File: src/rtl/vehicle_sensor.sv
// Country-road vehicle detector: synchronizes and debounces the loop, latches arrivals,
// and raises a registered call to the signal controller once highway min-green has elapsed.
module vehicle_sensor #(
  parameter int DEB_CYCLES = 4,
  parameter int MIN_GREEN  = 16
) (
  input  logic       clk,
  input  logic       rst_n,
  input  logic       loop_raw,
  input  logic [1:0] hwy,
  input  logic [1:0] cntry,
  output logic       x,
  output logic       req_pending,
  output logic [7:0] car_count,
  output logic       fault
);

  localparam logic [1:0] RED   = 2'b00;
  localparam logic [1:0] GREEN = 2'b10;
  localparam logic [7:0] DEB_LAST = 8'(DEB_CYCLES - 1);
  localparam logic [7:0] MG_MAX   = 8'(MIN_GREEN);

  typedef enum logic [1:0] {IDLE, WAIT_MG, CALL, SERVE} state_t;

  state_t     state, state_next;
  logic       loop_s1, loop_s;
  logic       loop_db, db_prev;
  logic [7:0] deb_cnt;
  logic [7:0] mg_cnt;
  logic       arrival, fault_now, fault_any, serve_edge;

  assign arrival    = loop_db & ~db_prev;
  assign fault_now  = (hwy == 2'b11) || (cntry == 2'b11) || ((hwy != RED) && (cntry != RED));
  assign fault_any  = fault | fault_now;
  assign serve_edge = (state == CALL) && (state_next == SERVE);

  // Debounce: loop_db flips only after DEB_CYCLES consecutive disagreeing edges.
  always_ff @(posedge clk or negedge rst_n) begin
    if (!rst_n) begin
      loop_s1 <= 1'b0;
      loop_s  <= 1'b0;
      loop_db <= 1'b0;
      db_prev <= 1'b0;
      deb_cnt <= 8'd0;
    end else begin
      loop_s1 <= loop_raw;
      loop_s  <= loop_s1;
      db_prev <= loop_db;
      if (loop_s != loop_db) begin
        if (deb_cnt == DEB_LAST) begin
          loop_db <= ~loop_db;
          deb_cnt <= 8'd0;
        end else begin
          deb_cnt <= deb_cnt + 8'd1;
        end
      end else begin
        deb_cnt <= 8'd0;
      end
    end
  end

  always_ff @(posedge clk or negedge rst_n) begin
    if (!rst_n) begin
      mg_cnt <= 8'd0;
    end else if (hwy == GREEN) begin
      if (mg_cnt != MG_MAX) mg_cnt <= mg_cnt + 8'd1;
    end else begin
      mg_cnt <= 8'd0;
    end
  end

  // Arrival set has priority over the serve-edge clear.
  always_ff @(posedge clk or negedge rst_n) begin
    if (!rst_n) begin
      req_pending <= 1'b0;
      car_count   <= 8'd0;
      fault       <= 1'b0;
    end else begin
      fault <= fault_any;
      if (arrival) req_pending <= 1'b1;
      else if (serve_edge) req_pending <= 1'b0;
      if (arrival && (car_count != 8'hFF)) car_count <= car_count + 8'd1;
    end
  end

  always_ff @(posedge clk or negedge rst_n) begin
    if (!rst_n) begin
      state <= IDLE;
      x     <= 1'b0;
    end else begin
      state <= state_next;
      x     <= (state_next == CALL);
    end
  end

  // x is a level call: held from CALL entry until the controller shows country green.
  always_comb begin
    state_next = state;
    case (state)
      IDLE:    if (req_pending) state_next = WAIT_MG;
      WAIT_MG: if ((hwy == GREEN) && (mg_cnt == MG_MAX)) state_next = CALL;
      CALL:    if (cntry == GREEN) state_next = SERVE;
      SERVE:   if ((hwy == GREEN) && (cntry == RED)) state_next = IDLE;
      default: state_next = IDLE;
    endcase
    if (fault_any) state_next = IDLE;
  end

endmodule

File: config.mk
export PLATFORM = sky130hd
export DESIGN_NAME = vehicle_sensor
export DESIGN_NICKNAME = d
export VERILOG_FILES = /design/src/rtl/vehicle_sensor.sv
export SDC_FILE = /design/constraint.sdc
export NUM_CORES = 1
export LEC_CHECK = 0
export BUFFER_PORTS_ARGS = -buffer_cell sky130_fd_sc_hd__buf_2
export CORE_ASPECT_RATIO = 1.5
export CORE_MARGIN = 8
export CORE_UTILIZATION = 35
export CTS_CLUSTER_DIAMETER = 120
export DETAILED_ROUTE_END_ITERATION = 8
export GPL_ROUTABILITY_DRIVEN = 1
export PLACE_DENSITY = 0.5
export SYNTH_ARGS = -nofsm -noshare
export SYNTH_HDL_FRONTEND = slang
export SYNTH_SLANG_ARGS = --single-unit
File: constraint.sdc
create_clock -name clk -period 2.4 [get_ports clk]
set_clock_uncertainty 0.05 [all_clocks]
set_input_delay 0.12 -clock clk [delete_from_list [all_inputs] [get_ports clk]]
set_output_delay 0.12 -clock clk [all_outputs]
set_load 0.02 [all_outputs]
Word level (Yosys, flattened, before mapping)
Index checks and enable logic that the tools add are counted.
{"block": "word_totals", "out_inout_bits": 11, "elab_cells": 58, "ff_bits": 33, "in_bits": 7}
{"block": "classes", "n_addsub": 3, "muxes": 12, "eq_ne": 15, "bitwise_logic": 4, "n_reduce_logical": 13}
{"op": "two-way mux 8 bit", "count": 4}
{"op": "adder 8 x 1 -> 8 bit, second input constant", "count": 3}
{"op": "== test 2 bit, second input constant", "count": 8}
{"op": "two-way mux 2 bit", "count": 5}
{"op": "== test 8 x 2 -> 1 bit, second input constant", "count": 1}
{"op": "== test 8 x 5 -> 1 bit, second input constant", "count": 1}
{"op": "!= test 8 x 5 -> 1 bit, second input constant", "count": 1}
{"op": "!= test 8 bit, second input constant", "count": 1}
{"op": "case mux 2 bit (4 select lines)", "count": 1}
{"op": "nonzero test 2 bit", "count": 3}
{"op": "logical AND 1 bit", "count": 5}
{"op": "logical NOT 2 bit", "count": 2}
{"op": "== test 2 x 1 -> 1 bit, second input constant", "count": 1}
{"op": "logical OR 1 bit", "count": 2}
{"op": "two-way mux 1 bit", "count": 2}
{"op": "!= test 2 x 1 -> 1 bit, second input constant", "count": 1}
{"op": "NOT 1 bit", "count": 2}
{"op": "AND reduction 2 bit", "count": 1}
{"op": "AND 1 bit", "count": 1}
{"op": "!= test 1 bit", "count": 1}
{"op": "OR 1 bit", "count": 1}

Logic depth before layout (Yosys ltp)
{"block": "depth", "word_depth": 9, "ltp_mapped": 6, "depth_no_buf": 6}

Least setup slack after synthesis
No wires, ideal clock.
{"block": "synth_path", "path_type": "flip-flop to flip-flop", "from": "register mg_cnt[0]", "to": "register state[0]", "n_path_buf": 0, "setup_slack_ns": 0.785, "required_time_ns": 2.222, "arrival_time_ns": 1.437, "setup_ns": 0.128, "path_stages_with_launch": 7, "synth_period_minus_slack_ns": 1.615, "cell_sequence": "dfrtp_1 > inv_1 > ha_1 > nor4b_2 > nand3_2 > or3_4 > o311a_2"}
{"block": "synth_via", "elab_chain_len": 5}
{"item": "start, declared", "line_no": "29", "source": "logic [7:0] mg_cnt;"}
{"item": "start signal, assigned", "line_no": "66", "source": "if (mg_cnt != MG_MAX) mg_cnt <= mg_cnt + 8'd1;"}
{"item": "== test 8 x 5 -> 1 bit", "line_no": "101", "source": "WAIT_MG: if ((hwy == GREEN) && (mg_cnt == MG_MAX)) state_next = CALL;"}
{"item": "logical AND 1 bit", "line_no": "101"}
{"item": "two-way mux 2 bit", "line_no": "101"}
{"item": "case mux 2 bit (4 select lines)", "line_no": "99", "source": "case (state)"}
{"item": "two-way mux 2 bit", "line_no": "106", "source": "if (fault_any) state_next = IDLE;"}
{"item": "named net state_next[0]", "line_no": "25", "source": "state_t state, state_next;"}
{"item": "end signal, assigned", "line_no": "91", "source": "state <= state_next;"}
{"item": "end, declared", "line_no": "25"}
The timed path passes the listed nets, and every way through them passes these cells.
A chain may end at the register's enable or synchronous reset.

Worst setup path after layout
Same ends and word-level chain as after synthesis.

==> flow_summary_export.csv <==
group,metric,value,unit
clocking,cts-htree-levels,2,
place,routabilityCongestion,0.827,
grt,grt_max_degree,34,
setup_path,crit_path_cell_trace,"inv_1, ha_1, nor4b_2, nand3_2, or3_4, o311a_2",
job,max-cap-violations,0,
power,powerDensity,846,nW/um^2
drt,drt-total-wl,2850,um
grt,antenna_found_initial,0,
clocking,cts_tree,"done",
setup_path,path_buf_inv,1,
setup_path,critical_path_class,"register to register",
status,status,"finished clean",
power,p_leak,0.783,nW
clocking,clockBufferDepth,2,
synthesis,ys_types,33,
clocking,cts_sinks,33,
clocking,cts_inserted_buffers,5,
timing,setup_tns,0,ns
drt,routedWlPerCell,13.9,um
timing,max_slew_margin,51.6,%
power,combinationalPowerShare,22.6,%
drt,first_pass_iters,4,
setup_path,crit_fanout,4,
final_layout,final-seq-area,826,um^2
timing,drv_slew,0,
final_layout,area.growth.synth_to_final,16.3,%
synthesis,synth_top_area_share,54.9,%
setup_path,end_kind,"register",
final_layout,drive_gt1_share,19.5,%
final_layout,fill_cells,404,
place,io_buffers,17,
power,switching_share,32.4,%
timing,fin_crit_sh,71.2,%
drt,ant_nets,0,
timing,tightest_slew,0.726,ns
floorplan,initial_core_util,36.1,%
worst_hold_path,hold_start,"cntry[1]",
floorplan,fp.dieH,96.3,um
timing,min_period,1.71,ns
synthesis,synth-edff-count,0,
timing,grt_setup_unrepaired,"false",
floorplan,rows,29,
drt,via_per_inst,5.02,
clocking,root_buffer,"clkbuf_8",
drt,vias,1029,
place,dp_hpwl,2000,um
setup_path,crit_arrival,1.82,ns
grt,grt_overflow,0,
final_layout,multi_input_area,657,um^2
setup_path,r2r_slack,0.69,ns
power,p_sw,0.479,mW
clocking,clk_latency,0.28,ns
grt,first_global_vias,1161,
floorplan,die_area,6700,um^2
synthesis,synthFlopType,"dfrtp_1",
setup_path,cpPeakStageDelay,0.41,ns
drt,drtIter0Drc,38,
timing,setup_viol,0,
floorplan,io_pins,18,
synthesis,synth-seq-cells,33,
final_layout,final_nets,170,
setup_path,worstSetupStartpoint,"mg_cnt[0]",
synthesis,synthArstFlopShare,100,%
synthesis,yosysWarnings,0,
setup_path,startpoint_type,"register",
power,internal-power,1.00,mW
floorplan,core,4170,um^2
power,vdd_ir_drop_max,0.475,mV
setup_path,required,2.51,ns
synthesis,synth_area_leader_cell,"dfrtp_1",
floorplan,die_width,69.5,um
synthesis,synthesis.area,1510,um^2
final_layout,insertedDiodeCount,0,
grt,grt_pass1_wl,5150,um
worst_hold_path,min_path_type,"primary input to register",
power,seq_power_share,49.4,%
synthesis,syn_avg_cell_area,11.2,um^2
synthesis,yosysSeqAreaShare,54.9,%
timing,fmax,585,MHz
synthesis,netlist_instances,134,
power,p_clk_share,28.0,%
synthesis,synth_fp_nets,145,
setup_path,path_delay_family,"simple AND/OR/NAND/NOR gates",
grt,grtUsageTotal,9.28,%
synthesis,yosys-top-cells-area,"dfrtp_1, xor2_1, xnor2_1, nor2_1, ha_1",
setup_path,regToRegStartpoint,"mg_cnt[0]",
final_layout,final_core_util,41.9,%
setup_path,crit_slowest_cell,"dfrtp_1",
timing,hold_viol,0,
drt,drc,0,
clocking,cts.clk_slew.worst_paths,0.06,ns
placed cells by master, fill, tap and decap left out, types with 2 or more instances in the layout:
| cell type | synthesis | layout |
|---|---|---|
| nand2_1 | 6 | 6 |
| dlygate4sd3_1 | 0 | 2 |
| nor2_1 | 17 | 17 |
| a211oi_1 | 2 | 2 |
| buf_2 | 0 | 17 |
| mux2_2 | 2 | 2 |
| and3_1 | 4 | 4 |
| nand3_1 | 10 | 10 |
| inv_1 | 5 | 5 |
| nand3b_1 | 3 | 3 |
| nand2b_1 | 3 | 3 |
| a21oi_1 | 4 | 4 |
| o31ai_1 | 2 | 2 |
| nand4_1 | 3 | 3 |
| dfrtp_1 | 33 | 33 |
| xnor2_1 | 8 | 8 |
| ha_1 | 4 | 4 |
| clkbuf_8 | 0 | 6 |
| xor2_1 | 11 | 11 |
synthesized netlist by cell type, types with 3 or more instances:
library cell,instances
nand3b_1,3
nand3_1,10
nand2_1,6
xnor2_1,8
xor2_1,11
nor2_1,17
dfrtp_1,33
nand4_1,3
a21oi_1,4
and3_1,4
ha_1,4
nand2b_1,3
inv_1,5
layout make-up:
type / instances / share of cell area, %
Sequential cell: 33 / 47.2
Clock buffer: 7 / 4.93
Tap cell: 46 / 3.29
Multi-Input combinational cell: 95 / 37.5
Inverter: 5 / 1.07
Timing Repair Buffer: 19 / 6.00
power by group through the flow:
| stage | Combinational [mW] | Sequential, mW | Clock (mW) |
|---|---|---|---|
| 6_report | 0.334 | 0.731 | 0.415 |
| 5_1_grt | 0.378 | 0.746 | 0.457 |
| 4_1_cts | 0.339 | 0.731 | 0.439 |
| 3_5_place_dp | 0.337 | 0.740 | 0 |
| 3_3_place_gp | 0.333 | 0.736 | 0 |
| 2_1_floorplan | 0.184 | 0.772 | 0 |
cells by family (layout without fill, tap and decap cells):
family,count (synthesis),in the layout,synth area share (%)
buffers and inverters,6,31,1.50
and+or+nand+nor,55,55,20.1
muxes,3,3,2.16
DFF,33,33,54.9
adders and majority gates,4,4,3.33
AOI/OAI and AO/OA,14,14,6.98
xor gates and xnor gates,19,19,11.1
worst reg2reg max path: cells and delay by family (launching register included):
family,cells,cell delay (ns)
compound gates,1,0.14
buf+inv,1,0.07
simple gates,3,0.79
flops,1,0.41
fa+ha+maj,1,0.13
sequential cells by signal, summed over array words and instances, names as in the netlist:
| register | count |
|---|---|
| req_pending | 1 |
| fault | 1 |
| state | 2 |
| db_prev | 1 |
| car_count | 8 |
| loop_s1 | 1 |
| loop_s | 1 |
| loop_db | 1 |
| deb_cnt | 8 |
| x | 1 |
| mg_cnt | 8 |
metrics by stage:
stage | worst slack [ns] | hold WS [ns] | std cells | area [um^2] | power (mW)
floorplan | 0.785 | -0.226 | 134 | 1510 | 0.955
global placement | 0.744 | 0.169 | 196 | 1640 | 1.07
detailed placement | 0.680 | 0.181 | 196 | 1640 | 1.08
CTS | 0.674 | 0.149 | 205 | 1750 | 1.51
global route | 0.574 | 0.163 | 205 | 1750 | 1.58
finish | 0.692 | 0.161 | 205 | 1750 | 1.48
per-layer routing:
| layer | wire length [um] | part of all wire, % | global-route usage, % |
|---|---|---|---|
| met1 | 1230 | 43 | 9.76 |
| met2 | 1420 | 50 | 16.0 |
| met3 | 153 | 5.4 | 3.51 |
| met4 | 48 | 1.7 | 4.80 |
| met5 | 0 | 0 | 0 |
timing repair:
item	in CTS	in global routing
resized for setup	0	0
hold buffers	2	0
hold endpoints to repair	34	0
setup buffers	0	0
worst paths after layout:
| kind | end | cells after the start |
|---|---|---|
| setup / recovery | state[0] | 6 |
| hold / removal | state[1] | 3 |
| setup reg to reg | state[0] | 6 |
| hold reg to reg | loop_s | 0 |
| max in group asynchronous | car_count[7] | 2 |
| min in group asynchronous | mg_cnt[5] | 2 |
Note: power is estimated with default switching activity, not from simulation.
